--- src/rtl/fetch_decode_buffer_if.sv ---
// Fetch/decode handshake bundle for fetch_decode_buffer.
// The slave modport is the buffer's view; the master modport drives fetch and decode.
interface fetch_decode_buffer_if #(
   parameter int VADDR_WIDTH      = 32,
   parameter int MAX_ILEN         = 32,
   parameter int XCPT_CAUSE_WIDTH = 32,
   parameter int DEPTH            = 4
);
   logic                          flush_i;
   logic                          fetch_valid_i;
   logic                          fetch_ready_o;
   logic [VADDR_WIDTH-1:0]        fetch_pc_i;
   logic [MAX_ILEN-1:0]           fetch_instr_i;
   logic                          fetch_bp_is_branch_i;
   logic                          fetch_bp_taken_i;
   logic [VADDR_WIDTH-1:0]        fetch_bp_pred_addr_i;
   logic                          fetch_xcpt_valid_i;
   logic [XCPT_CAUSE_WIDTH-1:0]   fetch_xcpt_cause_i;
   logic                          instr_valid_o;
   logic                          deco_ready_i;
   logic [VADDR_WIDTH-1:0]        instr_pc_o;
   logic [MAX_ILEN-1:0]           instr_content_o;
   logic                          bp_is_branch_o;
   logic                          bp_decision_o;
   logic [VADDR_WIDTH-1:0]        bp_pred_addr_o;
   logic                          xcpt_valid_o;
   logic [VADDR_WIDTH-1:0]        xcpt_origin_o;
   logic [XCPT_CAUSE_WIDTH-1:0]   xcpt_cause_o;
   logic [$clog2(DEPTH+1)-1:0]    count_o;

   modport slave (
      input  flush_i, fetch_valid_i, fetch_pc_i, fetch_instr_i,
             fetch_bp_is_branch_i, fetch_bp_taken_i, fetch_bp_pred_addr_i,
             fetch_xcpt_valid_i, fetch_xcpt_cause_i, deco_ready_i,
      output fetch_ready_o, instr_valid_o, instr_pc_o, instr_content_o,
             bp_is_branch_o, bp_decision_o, bp_pred_addr_o,
             xcpt_valid_o, xcpt_origin_o, xcpt_cause_o, count_o
   );

   modport master (
      output flush_i, fetch_valid_i, fetch_pc_i, fetch_instr_i,
             fetch_bp_is_branch_i, fetch_bp_taken_i, fetch_bp_pred_addr_i,
             fetch_xcpt_valid_i, fetch_xcpt_cause_i, deco_ready_i,
      input  fetch_ready_o, instr_valid_o, instr_pc_o, instr_content_o,
             bp_is_branch_o, bp_decision_o, bp_pred_addr_o,
             xcpt_valid_o, xcpt_origin_o, xcpt_cause_o, count_o
   );
endinterface

--- src/rtl/fetch_decode_buffer.sv ---
// Fetch-to-decode FIFO with exception hold state and flush.
// Define FETCH_DECODE_BUFFER_BYPASS_EN to forward fetch data straight to decode when empty.
module fetch_decode_buffer #(
   parameter int VADDR_WIDTH      = 32,
   parameter int MAX_ILEN         = 32,
   parameter int XCPT_CAUSE_WIDTH = 32,
   parameter int DEPTH            = 4
) (
   input  logic                 clk_i,
   input  logic                 rstn_i,
   fetch_decode_buffer_if.slave bus
);
   localparam int PTR_W = $clog2(DEPTH);
   localparam int CNT_W = $clog2(DEPTH+1);

   typedef struct packed {
      logic [VADDR_WIDTH-1:0]      pc;
      logic [MAX_ILEN-1:0]         instr;
      logic                        is_branch;
      logic                        taken;
      logic [VADDR_WIDTH-1:0]      pred;
      logic                        xv;
      logic [XCPT_CAUSE_WIDTH-1:0] cause;
   } entry_t;

   typedef enum logic {RUN, XCPT_HOLD} state_t;

   state_t           r_state;
   logic [PTR_W-1:0] r_wr_ptr;
   logic [PTR_W-1:0] r_rd_ptr;
   logic [CNT_W-1:0] r_count;
   entry_t           r_mem [DEPTH];

   entry_t w_in, w_head, w_out, w_data;
   logic   w_empty, w_ready, w_valid, w_push, w_pop, w_wr, w_rd;

   always_comb begin
      w_in           = '0;
      w_in.pc        = bus.fetch_pc_i;
      w_in.instr     = bus.fetch_instr_i;
      w_in.is_branch = bus.fetch_bp_is_branch_i;
      w_in.taken     = bus.fetch_bp_taken_i;
      w_in.pred      = bus.fetch_bp_pred_addr_i;
      w_in.xv        = bus.fetch_xcpt_valid_i;
      w_in.cause     = bus.fetch_xcpt_cause_i;
   end

   assign w_empty = (r_count == '0);
   // rstn_i gates ready so nothing is accepted while reset is held
   assign w_ready = rstn_i && (r_state == RUN) && (r_count < CNT_W'(DEPTH)) && !bus.flush_i;
   assign w_push  = bus.fetch_valid_i && w_ready;
   assign w_head  = r_mem[r_rd_ptr];
   assign w_pop   = w_valid && bus.deco_ready_i;

`ifdef FETCH_DECODE_BUFFER_BYPASS_EN
   // Empty buffer: present the fetch beat directly; store it only if decode does not take it
   assign w_valid = !bus.flush_i && (!w_empty || w_push);
   assign w_out   = w_empty ? w_in : w_head;
   assign w_wr    = w_push && !(w_empty && w_pop);
   assign w_rd    = w_pop && !w_empty;
`else
   assign w_valid = !w_empty && !bus.flush_i;
   assign w_out   = w_head;
   assign w_wr    = w_push;
   assign w_rd    = w_pop;
`endif

   assign w_data = w_valid ? w_out : '0;

   assign bus.fetch_ready_o   = w_ready;
   assign bus.instr_valid_o   = w_valid;
   assign bus.instr_pc_o      = w_data.pc;
   assign bus.instr_content_o = w_data.instr;
   assign bus.bp_is_branch_o  = w_data.is_branch;
   assign bus.bp_decision_o   = w_data.taken;
   assign bus.bp_pred_addr_o  = w_data.pred;
   assign bus.xcpt_valid_o    = w_data.xv;
   assign bus.xcpt_origin_o   = w_data.pc;
   assign bus.xcpt_cause_o    = w_data.cause;
   assign bus.count_o         = r_count;

   always_ff @(posedge clk_i or negedge rstn_i) begin
      if (!rstn_i) begin
         r_state  <= RUN;
         r_wr_ptr <= '0;
         r_rd_ptr <= '0;
         r_count  <= '0;
      end else if (bus.flush_i) begin
         r_state  <= RUN;
         r_wr_ptr <= '0;
         r_rd_ptr <= '0;
         r_count  <= '0;
      end else begin
         if (w_wr) r_wr_ptr <= r_wr_ptr + 1'b1;
         if (w_rd) r_rd_ptr <= r_rd_ptr + 1'b1;
         r_count <= r_count + CNT_W'(w_wr) - CNT_W'(w_rd);
         if (r_state == RUN && w_push && bus.fetch_xcpt_valid_i)
            r_state <= XCPT_HOLD;
      end
   end

   always_ff @(posedge clk_i) begin
      if (w_wr) r_mem[r_wr_ptr] <= w_in;
   end
endmodule
--- src/flat_wrapper.sv ---
// flat-port wrapper written by rule: the top's interface ports become plain ports
module fetch_decode_buffer_flat 
#(
   parameter int VADDR_WIDTH      = 32,
   parameter int MAX_ILEN         = 32,
   parameter int XCPT_CAUSE_WIDTH = 32,
   parameter int DEPTH            = 4
)
  (clk_i, rstn_i, bus_flush_i, bus_fetch_valid_i, bus_fetch_pc_i, bus_fetch_instr_i, bus_fetch_bp_is_branch_i, bus_fetch_bp_taken_i, bus_fetch_bp_pred_addr_i, bus_fetch_xcpt_valid_i, bus_fetch_xcpt_cause_i, bus_deco_ready_i, bus_fetch_ready_o, bus_instr_valid_o, bus_instr_pc_o, bus_instr_content_o, bus_bp_is_branch_o, bus_bp_decision_o, bus_bp_pred_addr_o, bus_xcpt_valid_o, bus_xcpt_origin_o, bus_xcpt_cause_o, bus_count_o);
  fetch_decode_buffer_if #(.VADDR_WIDTH(VADDR_WIDTH), .MAX_ILEN(MAX_ILEN), .XCPT_CAUSE_WIDTH(XCPT_CAUSE_WIDTH), .DEPTH(DEPTH)) bus_i ();
  input  logic clk_i;
  input  logic rstn_i;
  input wire logic [$bits(bus_i.flush_i)-1:0] bus_flush_i;
  input wire logic [$bits(bus_i.fetch_valid_i)-1:0] bus_fetch_valid_i;
  input wire logic [$bits(bus_i.fetch_pc_i)-1:0] bus_fetch_pc_i;
  input wire logic [$bits(bus_i.fetch_instr_i)-1:0] bus_fetch_instr_i;
  input wire logic [$bits(bus_i.fetch_bp_is_branch_i)-1:0] bus_fetch_bp_is_branch_i;
  input wire logic [$bits(bus_i.fetch_bp_taken_i)-1:0] bus_fetch_bp_taken_i;
  input wire logic [$bits(bus_i.fetch_bp_pred_addr_i)-1:0] bus_fetch_bp_pred_addr_i;
  input wire logic [$bits(bus_i.fetch_xcpt_valid_i)-1:0] bus_fetch_xcpt_valid_i;
  input wire logic [$bits(bus_i.fetch_xcpt_cause_i)-1:0] bus_fetch_xcpt_cause_i;
  input wire logic [$bits(bus_i.deco_ready_i)-1:0] bus_deco_ready_i;
  output wire logic [$bits(bus_i.fetch_ready_o)-1:0] bus_fetch_ready_o;
  output wire logic [$bits(bus_i.instr_valid_o)-1:0] bus_instr_valid_o;
  output wire logic [$bits(bus_i.instr_pc_o)-1:0] bus_instr_pc_o;
  output wire logic [$bits(bus_i.instr_content_o)-1:0] bus_instr_content_o;
  output wire logic [$bits(bus_i.bp_is_branch_o)-1:0] bus_bp_is_branch_o;
  output wire logic [$bits(bus_i.bp_decision_o)-1:0] bus_bp_decision_o;
  output wire logic [$bits(bus_i.bp_pred_addr_o)-1:0] bus_bp_pred_addr_o;
  output wire logic [$bits(bus_i.xcpt_valid_o)-1:0] bus_xcpt_valid_o;
  output wire logic [$bits(bus_i.xcpt_origin_o)-1:0] bus_xcpt_origin_o;
  output wire logic [$bits(bus_i.xcpt_cause_o)-1:0] bus_xcpt_cause_o;
  output wire logic [$bits(bus_i.count_o)-1:0] bus_count_o;
  assign bus_i.flush_i = bus_flush_i;
  assign bus_i.fetch_valid_i = bus_fetch_valid_i;
  assign bus_i.fetch_pc_i = bus_fetch_pc_i;
  assign bus_i.fetch_instr_i = bus_fetch_instr_i;
  assign bus_i.fetch_bp_is_branch_i = bus_fetch_bp_is_branch_i;
  assign bus_i.fetch_bp_taken_i = bus_fetch_bp_taken_i;
  assign bus_i.fetch_bp_pred_addr_i = bus_fetch_bp_pred_addr_i;
  assign bus_i.fetch_xcpt_valid_i = bus_fetch_xcpt_valid_i;
  assign bus_i.fetch_xcpt_cause_i = bus_fetch_xcpt_cause_i;
  assign bus_i.deco_ready_i = bus_deco_ready_i;
  assign bus_fetch_ready_o = bus_i.fetch_ready_o;
  assign bus_instr_valid_o = bus_i.instr_valid_o;
  assign bus_instr_pc_o = bus_i.instr_pc_o;
  assign bus_instr_content_o = bus_i.instr_content_o;
  assign bus_bp_is_branch_o = bus_i.bp_is_branch_o;
  assign bus_bp_decision_o = bus_i.bp_decision_o;
  assign bus_bp_pred_addr_o = bus_i.bp_pred_addr_o;
  assign bus_xcpt_valid_o = bus_i.xcpt_valid_o;
  assign bus_xcpt_origin_o = bus_i.xcpt_origin_o;
  assign bus_xcpt_cause_o = bus_i.xcpt_cause_o;
  assign bus_count_o = bus_i.count_o;
  fetch_decode_buffer #(.VADDR_WIDTH(VADDR_WIDTH), .MAX_ILEN(MAX_ILEN), .XCPT_CAUSE_WIDTH(XCPT_CAUSE_WIDTH), .DEPTH(DEPTH)) u_core (.clk_i(clk_i), .rstn_i(rstn_i), .bus(bus_i));
endmodule
--- config.mk ---
export PLATFORM = sky130hd
export DESIGN_NAME = fetch_decode_buffer_flat
export DESIGN_NICKNAME = d
export VERILOG_FILES = /design/src/rtl/fetch_decode_buffer_if.sv /design/src/rtl/fetch_decode_buffer.sv /design/src/flat_wrapper.sv
export SDC_FILE = /design/constraint.sdc
export NUM_CORES = 1
export LEC_CHECK = 0
export CORE_MARGIN = 5
export CORE_UTILIZATION = 54
export DETAILED_ROUTE_END_ITERATION = 16
export GPL_TIMING_DRIVEN = 0
export PLACE_DENSITY = 0.8
export SLEW_MARGIN = 25
export SYNTH_ARGS = -nofsm -noshare
export SYNTH_HDL_FRONTEND = slang
export SYNTH_SLANG_ARGS = --single-unit
--- constraint.sdc ---
create_clock -name clk_i -period 6.3 [get_ports clk_i]
set_input_delay 1.575 -clock clk_i [delete_from_list [all_inputs] [get_ports clk_i]]
set_output_delay 1.575 -clock clk_i [all_outputs]
set_load 0.005 [all_outputs]
==> impl_metrics.py, run 1 <==
metrics = {
    "outcome": {
        "status": "completed",
    },
    "global_route": {
        "grt_pass1_wl_um": 66300,
        "antenna_found_initial": 2,
        "track_usage_pct": 21.1,
        "first_global_vias": 11100,
        "grt_max_degree": 44,
        "overflow": 0,
    },
    "finish": {
        "drive_gt1_share_pct": 21.0,
        "num_antenna_cells": 0,
        "layout.nets": 1421,
        "multi_input_area_um2": 4070,
        "nFillCells": 2312,
        "seqCellArea_um2": 15900,
        "area_delta_synth_final_pct": 27.5,
    },
    "cts": {
        "clkSlewWorstSetupHoldPaths_ps": 60,
        "cts_setup_buffers": 0,
        "numCtsBuffers": 52,
        "clockBufferDepth": 3,
        "cts.sinks": 532,
        "clkLatencyLatePin_ps": 580,
        "cts_resized": 0,
        "cts-root-buf": "clkbuf_16",
        "ctsHoldBuffers": 0,
        "htreeDepth": 2,
        "cts_tree": "done",
    },
    "logic_synthesis": {
        "synth_edf_count": 524,
        "synthArstFlopShare_pct": 1.50,
        "synth_top_cell_area_share_pct": 76.7,
        "synth_warnings": 0,
        "yosys-top-cells-area": "edfxtp_1 (77%), mux4_2 (14%), and2_1 (4.1%), buf_4 (1.2%), dfrtp_1 (0.98%)",
        "synthCells": 910,
        "synth_cell_type_count": 27,
        "syn_avg_cell_area_um2": 22.5,
        "synth_flop_cell": "edfxtp_1",
        "yosysMostFrequentCell": "edfxtp_1",
        "synth-seq-area-share_pct": 77.7,
        "synth_top_area_cell": "edfxtp_1",
        "synth_common_cells": "edfxtp_1 (524), and2_1 (133), mux4_2 (131)",
        "synth_seq_cells": 532,
        "syn_nets": 1053,
        "syn_area_um2": 20500,
    },
    "power": {
        "power_leakage_nw": 8.42,
        "p_total_w": 0.00906,
        "p_int_w": 0.00693,
        "combPwrFrac_pct": 22.4,
        "clockPowerShare_pct": 33.2,
        "ir_drop_uv": 355,
        "swShare_pct": 23.5,
        "power_density_nw_per_um2": 347,
        "p_sw_w": 0.00213,
        "pwr-share-seq_pct": 44.3,
    },
    "place": {
        "io_buffers": 302,
        "dpl.hpwl_um": 28200,
        "pre_cts_ws_ps": 592,
        "gp_congestion": 0.730,
    },
    "floorplanning": {
        "rows": 71,
        "die_h_um": 205,
        "ioPinCount": 304,
        "die_x_um": 205,
        "die-area_um2": 42000,
        "start_util_pct": 54.6,
        "design.core.area_um2": 37600,
    },
    "critical_path": {
        "rr_worst_depth": 11,
        "critPathRequiredTime_ps": 4720,
        "crit_type": "in2out",
        "worst_path_most_repeated_cell": "buf_2",
        "r2r_slack_ps": 3280,
        "endpoint_kind": "output port",
        "cp-start-kind": "input port",
        "crit_arrival_ps": 4050,
        "slowest_delay_ps": 610,
        "cp_slowest_cell": "nor2_2",
        "path_cells": "buf_2 -> nor2_2 -> buf_2 -> clkbuf_1 -> and2_1 -> buf_4 -> clkdlybuf4s50_1",
        "path_max_fanout": 10,
    },
    "detailed_routing": {
        "drcViolationCount": 0,
        "routed_wl_um": 43700,
        "postRouteAntennaNets": 0,
        "dr_total_vias": 10100,
        "drt_iter0_drc": 686,
        "dr.pass1.iters": 5,
        "viasPerCell": 5.54,
        "wl_per_cell_um": 23.8,
    },
    "sta": {
        "worst_pin_slew_ps": 739,
        "final_hold_viol_count": 0,
        "setup_slack_ps": 675,
        "rsz0062_at_grt": "false",
        "timing.final.crit_share_pct": 89.3,
        "maxSlewViolCount": 0,
        "setup-violations-final": 0,
        "maxSlewHeadroom_pct": 50.7,
        "period_needed_ps": 5630,
        "timing.fmax_mhz": 178,
        "fin_worst_skew_ps": 18.1,
    },
    "worst_hold_path": {
        "hp-class": "reg2reg",
        "holdPathStages": 1,
    },
    "flow_run": {
        "maxCapViolCount": 0,
    },
}
==> critical path, delay by kind of cell <==
kind                   cells  cell delay (ps)
AND/OR/NAND/NOR            2              860
buffers and inverters      5             1600
==> routing by layer <==
layer / track usage [%] / vias up / wire, um
met3: 5.08 / 82 / 3150
met4: 6.96 / 4 / 1260
met2: 36.0 / 376 / 23000
li1: - / 4416 / -
met1: 26.9 / 5264 / 16300
met5: 0 / - / 19
==> worst paths after layout <==
check / start / to
min reg2reg: u_core.r_wr_ptr[0]$_DFFE_PN0P_ / u_core.r_wr_ptr[0]$_DFFE_PN0P_
max reg2reg: u_core.bus.count_o[2]$_DFF_PN0_ / u_core.bus.count_o[2]$_DFF_PN0_
max in group asynchronous: rstn_i / u_core.bus.count_o[0]$_DFF_PN0_
max: bus_flush_i / bus_xcpt_origin_o[0]
min: u_core.r_wr_ptr[0]$_DFFE_PN0P_ / u_core.r_wr_ptr[0]$_DFFE_PN0P_
min in group asynchronous: rstn_i / u_core.r_wr_ptr[1]$_DFFE_PN0P_
==> stage by stage <==
| stage | setup TNS, ps | hold slack [ps] | instances | instance area [um2] | utilization, % |
|---|---|---|---|---|---|
| floorplan | 0 | 538 | 910 | 20500 | - |
| global placement | -1313950 | 553 | 1723 | 24200 | 64.3 |
| detailed placement | 0 | 583 | 1735 | 24500 | 65.2 |
| CTS | 0 | 598 | 1831 | 26100 | 69.6 |
| global route | 0 | 618 | 1831 | 26100 | 69.6 |
| finish | 0 | 593 | 1831 | 26100 | 69.6 |
==> sequential cells by signal (all words and copies together), names as in the netlist <==
name                flops
u_core.r_mem          524
u_core.r_wr_ptr         2
u_core.r_rd_ptr         2
u_core.bus.count_o      3
u_core.r_state          1
==> power groups by stage <==
stage               logic [W]  registers [W]  clock network [W]
floorplan             0.00114        0.00409                  0
global placement      0.00203        0.00410                  0
detailed placement    0.00208        0.00409                  0
CTS                   0.00209        0.00402            0.00308
global route          0.00221        0.00402            0.00323
finish                0.00203        0.00402            0.00301
==> area by class of cell <==
cell class              instances  share of cell area [%]
inverters                       6                  0.0862
multi-input cells             295                    15.6
well taps                     511                    2.45
clock buffers                  65                    5.25
clock inverters                31                    1.09
plain buffers                  77                    1.90
flip-flops and latches        532                    61.0
repair buffers                314                    12.7
==> cell families (layout without fill, tap and decap cells) <==
| kind of cell | Yosys count | after routing | synth area share, % |
|---|---|---|---|
| mux | 132 | 132 | 14.4 |
| flops | 532 | 532 | 77.7 |
| compound gates | 6 | 6 | 0.189 |
| fa+ha+maj | 7 | 7 | 0.464 |
| xor+xnor | 3 | 3 | 0.128 |
| buf+inv | 83 | 493 | 2.54 |
| simple gates | 147 | 147 | 4.51 |
==> cells in the final DEF (no fill, tap or decap), drive strengths merged, types with 6 or more instances in the layout <==
cell	count
mux4	131
clkdlybuf4s50	302
ha	6
edfxtp	524
inv	10
buf	70
dfrtp	8
clkinv	21
and2	133
clkbuf	84
No activity file was read; power rests on OpenSTA's default activity.
==> inputs of run 2 (changes only) <==
--- a/config.mk
+++ b/config.mk
@@ -5,10 +5,12 @@
 export SDC_FILE = /design/constraint.sdc
 export NUM_CORES = 1
 export LEC_CHECK = 0
+export ABC_CLOCK_PERIOD_IN_PS = 6300
 export CORE_MARGIN = 5
 export CORE_UTILIZATION = 54
 export DETAILED_ROUTE_END_ITERATION = 16
 export GPL_TIMING_DRIVEN = 0
+export HOLD_SLACK_MARGIN = 0.03
 export PLACE_DENSITY = 0.8
 export SLEW_MARGIN = 25
 export SYNTH_ARGS = -nofsm -noshare
==> results of run 2 <==
No change in the layout: final DEF, timing and power equal those of run 1.
